==> config.mk <==
export PLATFORM = sky130hd
export DESIGN_NAME = pipelined_alu
export DESIGN_NICKNAME = d
export VERILOG_FILES = /design/src/rtl/alu_pkg.sv /design/src/rtl/seq_mult.sv /design/src/rtl/pipelined_alu.sv
export SDC_FILE = /design/constraint.sdc
export NUM_CORES = 1
export LEC_CHECK = 0
export BUFFER_PORTS_ARGS = -buffer_cell sky130_fd_sc_hd__buf_2
export CORE_MARGIN = 4
export CORE_UTILIZATION = 25
export CTS_BUF_LIST = sky130_fd_sc_hd__clkbuf_4
export DETAILED_ROUTE_END_ITERATION = 8
export PLACE_DENSITY = 0.48
export SLEW_MARGIN = 5
export SYNTH_ARGS = -nofsm -noshare
export SYNTH_HDL_FRONTEND = slang
export SYNTH_SLANG_ARGS = --single-unit
==> constraint.sdc <==
create_clock -name clk -period 8.4 [get_ports clk]
set_clock_uncertainty 0.2 [all_clocks]
set_input_delay 0.42 -clock clk [delete_from_list [all_inputs] [get_ports clk]]
set_output_delay 0.42 -clock clk [all_outputs]
set_load 0.03 [all_outputs]
==> src/rtl/alu_pkg.sv <==
// Shared definitions for the pipelined ALU:
// opcodes, FSM state type and flag layout.
package alu_pkg;

  localparam logic [3:0] OP_FWD = 4'd0;
  localparam logic [3:0] OP_ADD = 4'd1;
  localparam logic [3:0] OP_AND = 4'd2;
  localparam logic [3:0] OP_OR  = 4'd3;
  localparam logic [3:0] OP_MUL = 4'd4;
  localparam logic [3:0] OP_SLL = 4'd5;
  localparam logic [3:0] OP_SRA = 4'd6;
  localparam logic [3:0] OP_ROR = 4'd7;
  localparam logic [3:0] OP_SUB = 4'd8;
  localparam logic [3:0] OP_XOR = 4'd9;
  localparam logic [3:0] OP_SRL = 4'd10;
  localparam logic [3:0] OP_ROL = 4'd11;

  typedef enum logic [1:0] {
    IDLE,
    MUL_RUN,
    DONE
  } state_t;

  typedef struct packed {
    logic zero;
    logic neg;
    logic carry;
    logic ovf;
    logic err;
  } flags_t;

endpackage

==> src/rtl/seq_mult.sv <==
// Iterative signed shift-add multiplier,
// one partial product per cycle.
module seq_mult #(
  parameter int WIDTH = 8
) (
  input  logic             clk,
  input  logic             reset,
  input  logic             start,
  input  logic [WIDTH-1:0] a,
  input  logic [WIDTH-1:0] b,
  output logic             done,
  output logic [WIDTH-1:0] product,
  output logic             ovf
);

  localparam int SHW = $clog2(WIDTH);
  localparam int W2  = 2 * WIDTH;

  logic [W2-1:0]    acc;
  logic [W2-1:0]    mcand;
  logic [W2-1:0]    a_ext;
  logic [W2-1:0]    pp;
  logic [WIDTH-1:0] mplier;
  logic [SHW-1:0]   cnt;
  logic             busy;
  logic             done_q;
  logic             last;
  logic [WIDTH:0]   hi;

  assign a_ext = {{WIDTH{a[WIDTH-1]}}, a};
  assign last  = cnt == SHW'(WIDTH - 1);

  // The sign bit of the multiplier carries negative weight.
  always_comb begin
    pp = '0;
    if (mplier[0])
      pp = last ? -mcand : mcand;
  end

  // Bit 0 is consumed at the start edge so the
  // product is final after WIDTH-1 further edges.
  always_ff @(posedge clk or negedge reset) begin
    if (!reset) begin
      acc    <= '0;
      mcand  <= '0;
      mplier <= '0;
      cnt    <= '0;
      busy   <= 1'b0;
      done_q <= 1'b0;
    end else if (start) begin
      acc    <= b[0] ? a_ext : '0;
      mcand  <= a_ext << 1;
      mplier <= b >> 1;
      cnt    <= SHW'(1);
      busy   <= 1'b1;
      done_q <= 1'b0;
    end else if (busy) begin
      acc    <= acc + pp;
      mcand  <= mcand << 1;
      mplier <= mplier >> 1;
      cnt    <= cnt + SHW'(1);
      if (last) begin
        busy   <= 1'b0;
        done_q <= 1'b1;
      end
    end
  end

  assign done    = done_q;
  assign product = acc[WIDTH-1:0];
  assign hi      = acc[W2-1:WIDTH-1];
  assign ovf     = ~(&hi | ~|hi);

endmodule

==> src/rtl/pipelined_alu.sv <==
// Handshaked ALU: single-cycle ops plus an
// iterative signed multiply, one output register.
module pipelined_alu
  import alu_pkg::*;
#(
  parameter int WIDTH = 8
) (
  input  logic             clk,
  input  logic             reset,
  input  logic             in_valid,
  output logic             in_ready,
  input  logic [3:0]       opcode,
  input  logic [WIDTH-1:0] data1,
  input  logic [WIDTH-1:0] data2,
  output logic             out_valid,
  input  logic             out_ready,
  output logic [WIDTH-1:0] result,
  output logic             zero,
  output logic             neg,
  output logic             carry,
  output logic             ovf,
  output logic             err
);

  localparam int SHW = $clog2(WIDTH);

  state_t           state_q;
  state_t           state_d;
  logic             accept;
  logic             is_mul;
  logic             mul_done;
  logic             mul_ovf;
  logic [WIDTH-1:0] mul_prod;

  logic [SHW-1:0]     sh;
  logic [WIDTH:0]     sum;
  logic [WIDTH:0]     diff;
  logic [2*WIDTH-1:0] rot_r;
  logic [2*WIDTH-1:0] rot_l;
  logic [WIDTH-1:0]   alu_res;
  logic               alu_carry;
  logic               alu_ovf;
  logic               alu_err;
  flags_t             alu_flags;
  flags_t             mul_flags;

  logic [WIDTH-1:0] result_q;
  flags_t           flags_q;

  assign in_ready  = state_q == IDLE;
  assign out_valid = state_q == DONE;
  assign accept    = in_valid & in_ready;
  assign is_mul    = opcode == OP_MUL;

  seq_mult #(.WIDTH(WIDTH)) u_mult (
    .clk     (clk),
    .reset   (reset),
    .start   (accept & is_mul),
    .a       (data1),
    .b       (data2),
    .done    (mul_done),
    .product (mul_prod),
    .ovf     (mul_ovf)
  );

  always_ff @(posedge clk or negedge reset) begin
    if (!reset)
      state_q <= IDLE;
    else
      state_q <= state_d;
  end

  always_comb begin
    state_d = state_q;
    case (state_q)
      IDLE:
        if (accept)
          state_d = is_mul ? MUL_RUN : DONE;
      MUL_RUN:
        if (mul_done)
          state_d = DONE;
      DONE:
        if (out_ready)
          state_d = IDLE;
      default:
        state_d = IDLE;
    endcase
  end

  assign sh    = data2[SHW-1:0];
  assign sum   = {1'b0, data1} + {1'b0, data2};
  assign diff  = {1'b0, data1} - {1'b0, data2};
  assign rot_r = {data1, data1} >> sh;
  assign rot_l = {data1, data1} << sh;

  always_comb begin
    alu_res   = '0;
    alu_carry = 1'b0;
    alu_ovf   = 1'b0;
    alu_err   = 1'b0;
    unique case (1'b1)
      (opcode == OP_FWD): alu_res = data2;
      (opcode == OP_ADD): begin
        alu_res   = sum[WIDTH-1:0];
        alu_carry = sum[WIDTH];
        alu_ovf   = (data1[WIDTH-1] == data2[WIDTH-1])
                 && (sum[WIDTH-1] != data1[WIDTH-1]);
      end
      (opcode == OP_SUB): begin
        alu_res   = diff[WIDTH-1:0];
        alu_carry = ~diff[WIDTH];
        alu_ovf   = (data1[WIDTH-1] != data2[WIDTH-1])
                 && (diff[WIDTH-1] != data1[WIDTH-1]);
      end
      (opcode == OP_AND): alu_res = data1 & data2;
      (opcode == OP_OR):  alu_res = data1 | data2;
      (opcode == OP_XOR): alu_res = data1 ^ data2;
      (opcode == OP_SLL): alu_res = data1 << sh;
      (opcode == OP_SRL): alu_res = data1 >> sh;
      (opcode == OP_SRA): alu_res = $signed(data1) >>> sh;
      (opcode == OP_ROR): alu_res = rot_r[WIDTH-1:0];
      (opcode == OP_ROL): alu_res = rot_l[2*WIDTH-1:WIDTH];
      (opcode == OP_MUL): alu_res = '0;
      default:            alu_err = 1'b1;
    endcase
  end

  // Illegal opcodes report only ERR, so ZERO is masked.
  assign alu_flags.zero  = (alu_res == '0) & ~alu_err;
  assign alu_flags.neg   = alu_res[WIDTH-1];
  assign alu_flags.carry = alu_carry;
  assign alu_flags.ovf   = alu_ovf;
  assign alu_flags.err   = alu_err;

  assign mul_flags.zero  = mul_prod == '0;
  assign mul_flags.neg   = mul_prod[WIDTH-1];
  assign mul_flags.carry = 1'b0;
  assign mul_flags.ovf   = mul_ovf;
  assign mul_flags.err   = 1'b0;

  always_ff @(posedge clk or negedge reset) begin
    if (!reset) begin
      result_q <= '0;
      flags_q  <= '0;
    end else if (accept && !is_mul) begin
      result_q <= alu_res;
      flags_q  <= alu_flags;
    end else if (state_q == MUL_RUN && mul_done) begin
      result_q <= mul_prod;
      flags_q  <= mul_flags;
    end
  end

  assign result = result_q;
  assign zero   = flags_q.zero;
  assign neg    = flags_q.neg;
  assign carry  = flags_q.carry;
  assign ovf    = flags_q.ovf;
  assign err    = flags_q.err;

endmodule

Word-level counts from Yosys, hierarchy flattened

Index checks and enable logic that the tools add are counted.

$add $sub $neg: 5
Eq/ne operators: 21
Shift-type cells: 5
Multiplexer cells: 30
Bitwise operators: 9
Reduce and logical (&&, ||, !) cells: 18

Operator list:

| kind                                                             | number |
|---|---|
| 16-bit two-way mux                                               | 7 |
| 8-bit one-hot mux with 11 select lines                           | 1 |
| 8-bit two-way mux                                                | 4 |
| 16-bit adder                                                     | 1 |
| 4-bit by 3-bit == test with 1-bit output (second input constant) | 4 |
| 4-bit == test (second input constant)                            | 4 |
| 8-bit zero test                                                  | 2 |
| 16-bit negation                                                  | 1 |
| 16-bit by 3-bit << shifter with 16-bit output                    | 1 |
| 16-bit by 3-bit right shift with 8-bit output                    | 1 |
| 12-bit OR reduction                                              | 1 |
| 5-bit two-way mux                                                | 2 |
| 8-bit by 8-bit adder with 9-bit output                           | 1 |
| 9-bit AND reduction                                              | 1 |
| 9-bit OR reduction                                               | 1 |
| 8-bit by 8-bit subtractor with 9-bit output                      | 1 |
| 8-bit AND                                                        | 1 |
| 4-bit by 2-bit == test with 1-bit output (second input constant) | 2 |
| 2-bit two-way mux                                                | 4 |
| 8-bit bitwise OR                                                 | 1 |
| 8-bit by 3-bit << shifter with 8-bit output                      | 1 |
| 8-bit by 3-bit right shift with 8-bit output                     | 1 |
| 8-bit by 3-bit >>> shifter with 8-bit output                     | 1 |
| 8-bit bitwise XOR                                                | 1 |
| 22 further kinds                                                 | 43 |

Bits in registers: 60
Output and inout port bits: 15

Logic depth before layout (Yosys ltp)

Depth in word-level cells: 6
Mapped depth: 14

Cells and area by module

From an unflattened synthesis, not the netlist that was laid out.

Cells, all modules: 750
Area, all modules: 6163.4 µm²

Modules (own cells, without submodules):

| module        | times used | cells each | area each (µm²) | seq. area each (µm²) |
|---|---|---|---|---|
| pipelined_alu | 1          | 415        | 3179.3          | 350.3 |
| seq_mult      | 1          | 335        | 2984.1          | 1076.0 |

Worst setup path after synthesis

No wires, ideal clock.

Kind: reg-to-reg
Start point: reg u_mult.cnt[0]
End point: reg u_mult.acc[15]
Data arrival time: 2946 ps
Required time: 8099 ps
Path slack: 5153 ps
Cell stages (with the launch flop): 15
Buffers on the path: 1
Path through: dfrtp_1 > ha_1 > ha_1 > clkbuf_1 > nand2_1 > xnor2_1 > and2_1 > ha_1 > a211oi_1 > or2_2 > a211o_1 > nand3_1 > a41oi_1 > a21boi_1 > nor4_1

Cells in the longest elaborated chain, start to end: 6

Ends and longest elaborated chain:

| item                     | RTL line       | RTL |
|---|---|---|
| start: declaration       | seq_mult.sv:24 | `logic [SHW-1:0] cnt;` |
| start signal: assignment | seq_mult.sv:61 | `cnt <= cnt + SHW'(1);` |
| 3-bit == test            | seq_mult.sv:31 | `assign last = cnt == SHW'(WIDTH - 1);` |
| 16-bit two-way mux       | seq_mult.sv:37 | `pp = last ? -mcand : mcand;` |
| 16-bit two-way mux       | seq_mult.sv:36 | `if (mplier[0])` |
| 16-bit adder             | seq_mult.sv:58 | `acc <= acc + pp;` |
| 16-bit two-way mux       | seq_mult.sv:57 | `end else if (busy) begin` |
| 16-bit two-way mux       | seq_mult.sv:50 | `end else if (start) begin` |
| end signal: assignment   | seq_mult.sv:51 | `acc <= b[0] ? a_ext : '0;` |
| end signal: assignment   | seq_mult.sv:58 |  |
| end: declaration         | seq_mult.sv:19 | `logic [W2-1:0] acc;` |

Every way passes these cells. The select of a mux whose other input is x is not followed.
A chain may end at the register's enable or synchronous reset.

Worst setup path after layout

Start point: reg u_mult.cnt[0]
End point: reg u_mult.acc[14]

The elaborated chain is that of the path after synthesis.

==> results.json <==
{
  "layout_common_cells": "a21oi_1, nand2_1, dfrtp_1",
  "reg2reg_depth": 13,
  "slew_headroom_pct": 32.9,
  "grt_pass1_wl_um": 29900,
  "syn_inst": 708,
  "grt_pass1_vias": 5246,
  "cts_tree": "yes",
  "run_status": "complete, no violations",
  "leakage_nw": 2.66,
  "dp_slack_ps": 4770,
  "drt-total-wl_um": 18700,
  "worst_setup_path_start_kind": "flip-flop",
  "drive_gt1_share_pct": 11.6,
  "grt_max_degree": 60,
  "nets": 787,
  "remaining_drc_errors": 0,
  "dp_hpwl_um": 13700,
  "coreArea_mm2": 0.0228,
  "rr_startpoint": "u_mult.cnt[0]$_DFFE_PN0N_",
  "fin_setup_tns_ps": 0,
  "path_clk_slew_ps": 110,
  "vias_per_cell": 5.26,
  "layout_min_cycle_time_ps": 3640,
  "setup_violations": 0,
  "p_per_area_mw_per_mm2": 261,
  "max_stage_delay_ps": 540,
  "critical_path_class": "reg -> reg",
  "crit_path_max_fanout": 17,
  "gp_congestion": 0.917,
  "firstDrtPassIters": 5,
  "rsz0062_at_grt": "no",
  "initial_utilization_pct": 25.6,
  "rows": 55,
  "min_period_over_period_pct": 43.4,
  "hold_viol": 0,
  "track_usage_pct": 14.3,
  "die_area_mm2": 0.0259,
  "syn_area_mm2": 0.00586,
  "utilization_pct": 28.0,
  "yosysSeqAreaShare_pct": 24.4,
  "whs_path_depth": 3,
  "fmaxAchievable_ghz": 0.274,
  "critical-path-slowest-cell": "ha_1",
  "antenna_found_initial": 1,
  "io_pins": 39,
  "ant_nets": 0,
  "ys_async_sr_fraction_pct": 100,
  "die_w_um": 161,
  "crit_required_ps": 8470,
  "cts_root_buf": "clkbuf_4",
  "yosys_most_used_dff": "dfrtp_1",
  "port_buffers": 38,
  "slew_violations": 0,
  "cts_sinks": 57,
  "ir_drop_mv": 0.102,
  "whs_endpoint": "u_mult.mplier[2]$_DFFE_PN0N_",
  "routedWlPerCell_um": 18.0,
  "cpMostUsedCell": "ha_1",
  "yosysWarnings": 0,
  "cap_violations": 0,
  "reg2reg_slack_ps": 4760,
  "cts-buffers-inserted": 9,
  "setup_slack_ps": 4760,
  "hp-class": "in -> reg",
  "worstHoldStart": "data2[3]",
  "gr-total-overflow": 0,
  "area_delta_synth_final_pct": 9.16,
  "clk_latency_ps": 420,
  "holdWs_ps": 139,
  "post-cts-setup-buffers": 0,
  "h-tree-depth": 3,
  "synth_nets": 778,
  "cts_buffer_depth": 2,
  "r2r-end": "u_mult.acc[14]$_DFFE_PN0N_",
  "vias": 5447,
  "drt_iter0_drc": 442,
  "die_h_um": 161,
  "tightest_slew_ps": 1010,
  "yosysUniqueCellTypes": 76,
  "syn_avg_cell_area_um2": 8.27,
  "final_common_cell": "a21oi_1",
  "synth-edff-count": 0,
  "synth-seq-cells": 57,
  "endpoint_kind": "flip-flop",
  "path_cells": "ha_1 -> ha_1 -> nand2_1 -> xnor2_1 -> and2_1 -> ha_1 -> o21a_1 -> a21oi_1 -> o21ai_0 -> a211oi_1 -> o31ai_1 -> mux2i_1 -> nor3_1",
  "cp_data_arrival_time_ps": 3710
}
## per-layer routing
layer	track usage (%)	wire, um	vias to the layer above
li1	-	-	2647
met2	21.4	8150	162
met1	21.5	9340	2609
met3	1.40	814	29
met4	4.34	384	0
met5	0	0	-
## state kept, by name (all words and copies together) (netlist names)
register and cells:
u_mult.cnt 3, u_mult.acc 16, ovf 1, u_mult.done 1, err 1, u_mult.mplier 7, carry 1, u_mult.busy 1
zero 1, result 8, state_q 2, u_mult.mcand 15
## cells in the mapped netlist, drive strengths merged, types with 3 or more instances
cell type,n,share of area [%]
or2,5,0.53
o41ai,3,0.45
a221oi,3,0.56
and2,15,1.6
a22oi,5,0.64
a21o,8,1.0
a32oi,3,0.45
a21oi,79,6.8
o221ai,5,0.75
and3b,3,0.45
xnor2,20,3.0
nor4,6,0.90
or3,9,0.96
clkbuf,27,1.8
nor3,16,1.5
mux2,3,0.58
nor3b,4,0.60
dfrtp,57,24
o21bai,3,0.38
nand3b,5,0.64
a211oi,12,1.5
nand4,4,0.43
nor2b,10,1.1
mux2i,35,6.0
a41oi,3,0.45
o211ai,6,0.77
a31oi,7,0.75
ha,43,9.2
o22ai,4,0.43
o31ai,8,1.0
inv,34,2.2
buf,20,1.9
o2111ai,4,0.60
and3,4,0.43
nand2,64,4.1
o21ai,42,3.6
fa,3,1.0
a221o,6,1.0
nand2b,8,0.85
xor2,3,0.45
nor2,43,2.8
o21a,4,0.51
a211o,3,0.45
nand3,24,2.1
mux4,12,4.9
## final cells by class
type	count	area, um2
inverter	35	131
fill	2533	16500
sequential	57	1430
timing repair buffer	45	248
clock inverter	5	22.5
clock buffer	11	82.6
antenna	1	2.50
tap	313	392
multi-input combinational	569	4090
## kinds of logic after synthesis
kind of cell | share of synthesized area (%)
AND/OR/NAND/NOR | 20.2
multiplexers | 11.4
adder cells (fa/ha/maj) | 10.2
AO/OA/AOI/OAI | 24.4
flip-flops | 24.4
buffers and inverters | 5.94
XOR/XNOR | 3.44
## worst max-delay path, delay by kind of cell (launching register included)
| kind | cells | cell delay [ps] |
|---|---|---|
| AOI/OAI and AO/OA | 5 | 1110 |
| xor gates and xnor gates | 1 | 150 |
| muxes | 1 | 230 |
| adders and majority gates | 3 | 1050 |
| and+or+nand+nor | 3 | 360 |
| DFF | 1 | 380 |
## where the power goes
group	internal, mW	switching (mW)
Combinational	0.427	0.539
Sequential	0.389	0.149
Clock	0.0641	0.103
## timing repair
action                    in CTS  in global routing
hold buffers                   2                  0
hold endpoints to repair      58                  0
gates resized for setup        0                  0
## through the flow
| stage | power [mW] | cell area [um2] | instances |
|---|---|---|---|
| 3_3_place_gp | 1.51 | 6270 | 1017 |
| 5_1_grt | 1.83 | 6390 | 1036 |
| 3_5_place_dp | 1.51 | 6270 | 1017 |
| 6_report | 1.67 | 6390 | 1036 |
| 2_1_floorplan | 1.27 | 5860 | 708 |
| 4_1_cts | 1.68 | 6390 | 1035 |
## worst max-delay path by stage
stage	from	to	slack (ps)	depth (start not counted)
floorplan	u_mult.cnt[0]$_DFFE_PN0N_	u_mult.acc[15]$_DFFE_PN0N_	5150	14
global placement	u_mult.cnt[0]$_DFFE_PN0N_	u_mult.acc[14]$_DFFE_PN0N_	4770	13
detailed placement	data2[0]	zero$_DFFE_PN0P_	4770	11
CTS	u_mult.cnt[0]$_DFFE_PN0N_	u_mult.acc[14]$_DFFE_PN0N_	4760	13
global route	u_mult.cnt[0]$_DFFE_PN0N_	u_mult.acc[14]$_DFFE_PN0N_	4430	13
finish	u_mult.cnt[0]$_DFFE_PN0N_	u_mult.acc[14]$_DFFE_PN0N_	4760	13
(Power assumes the default switching activity.)
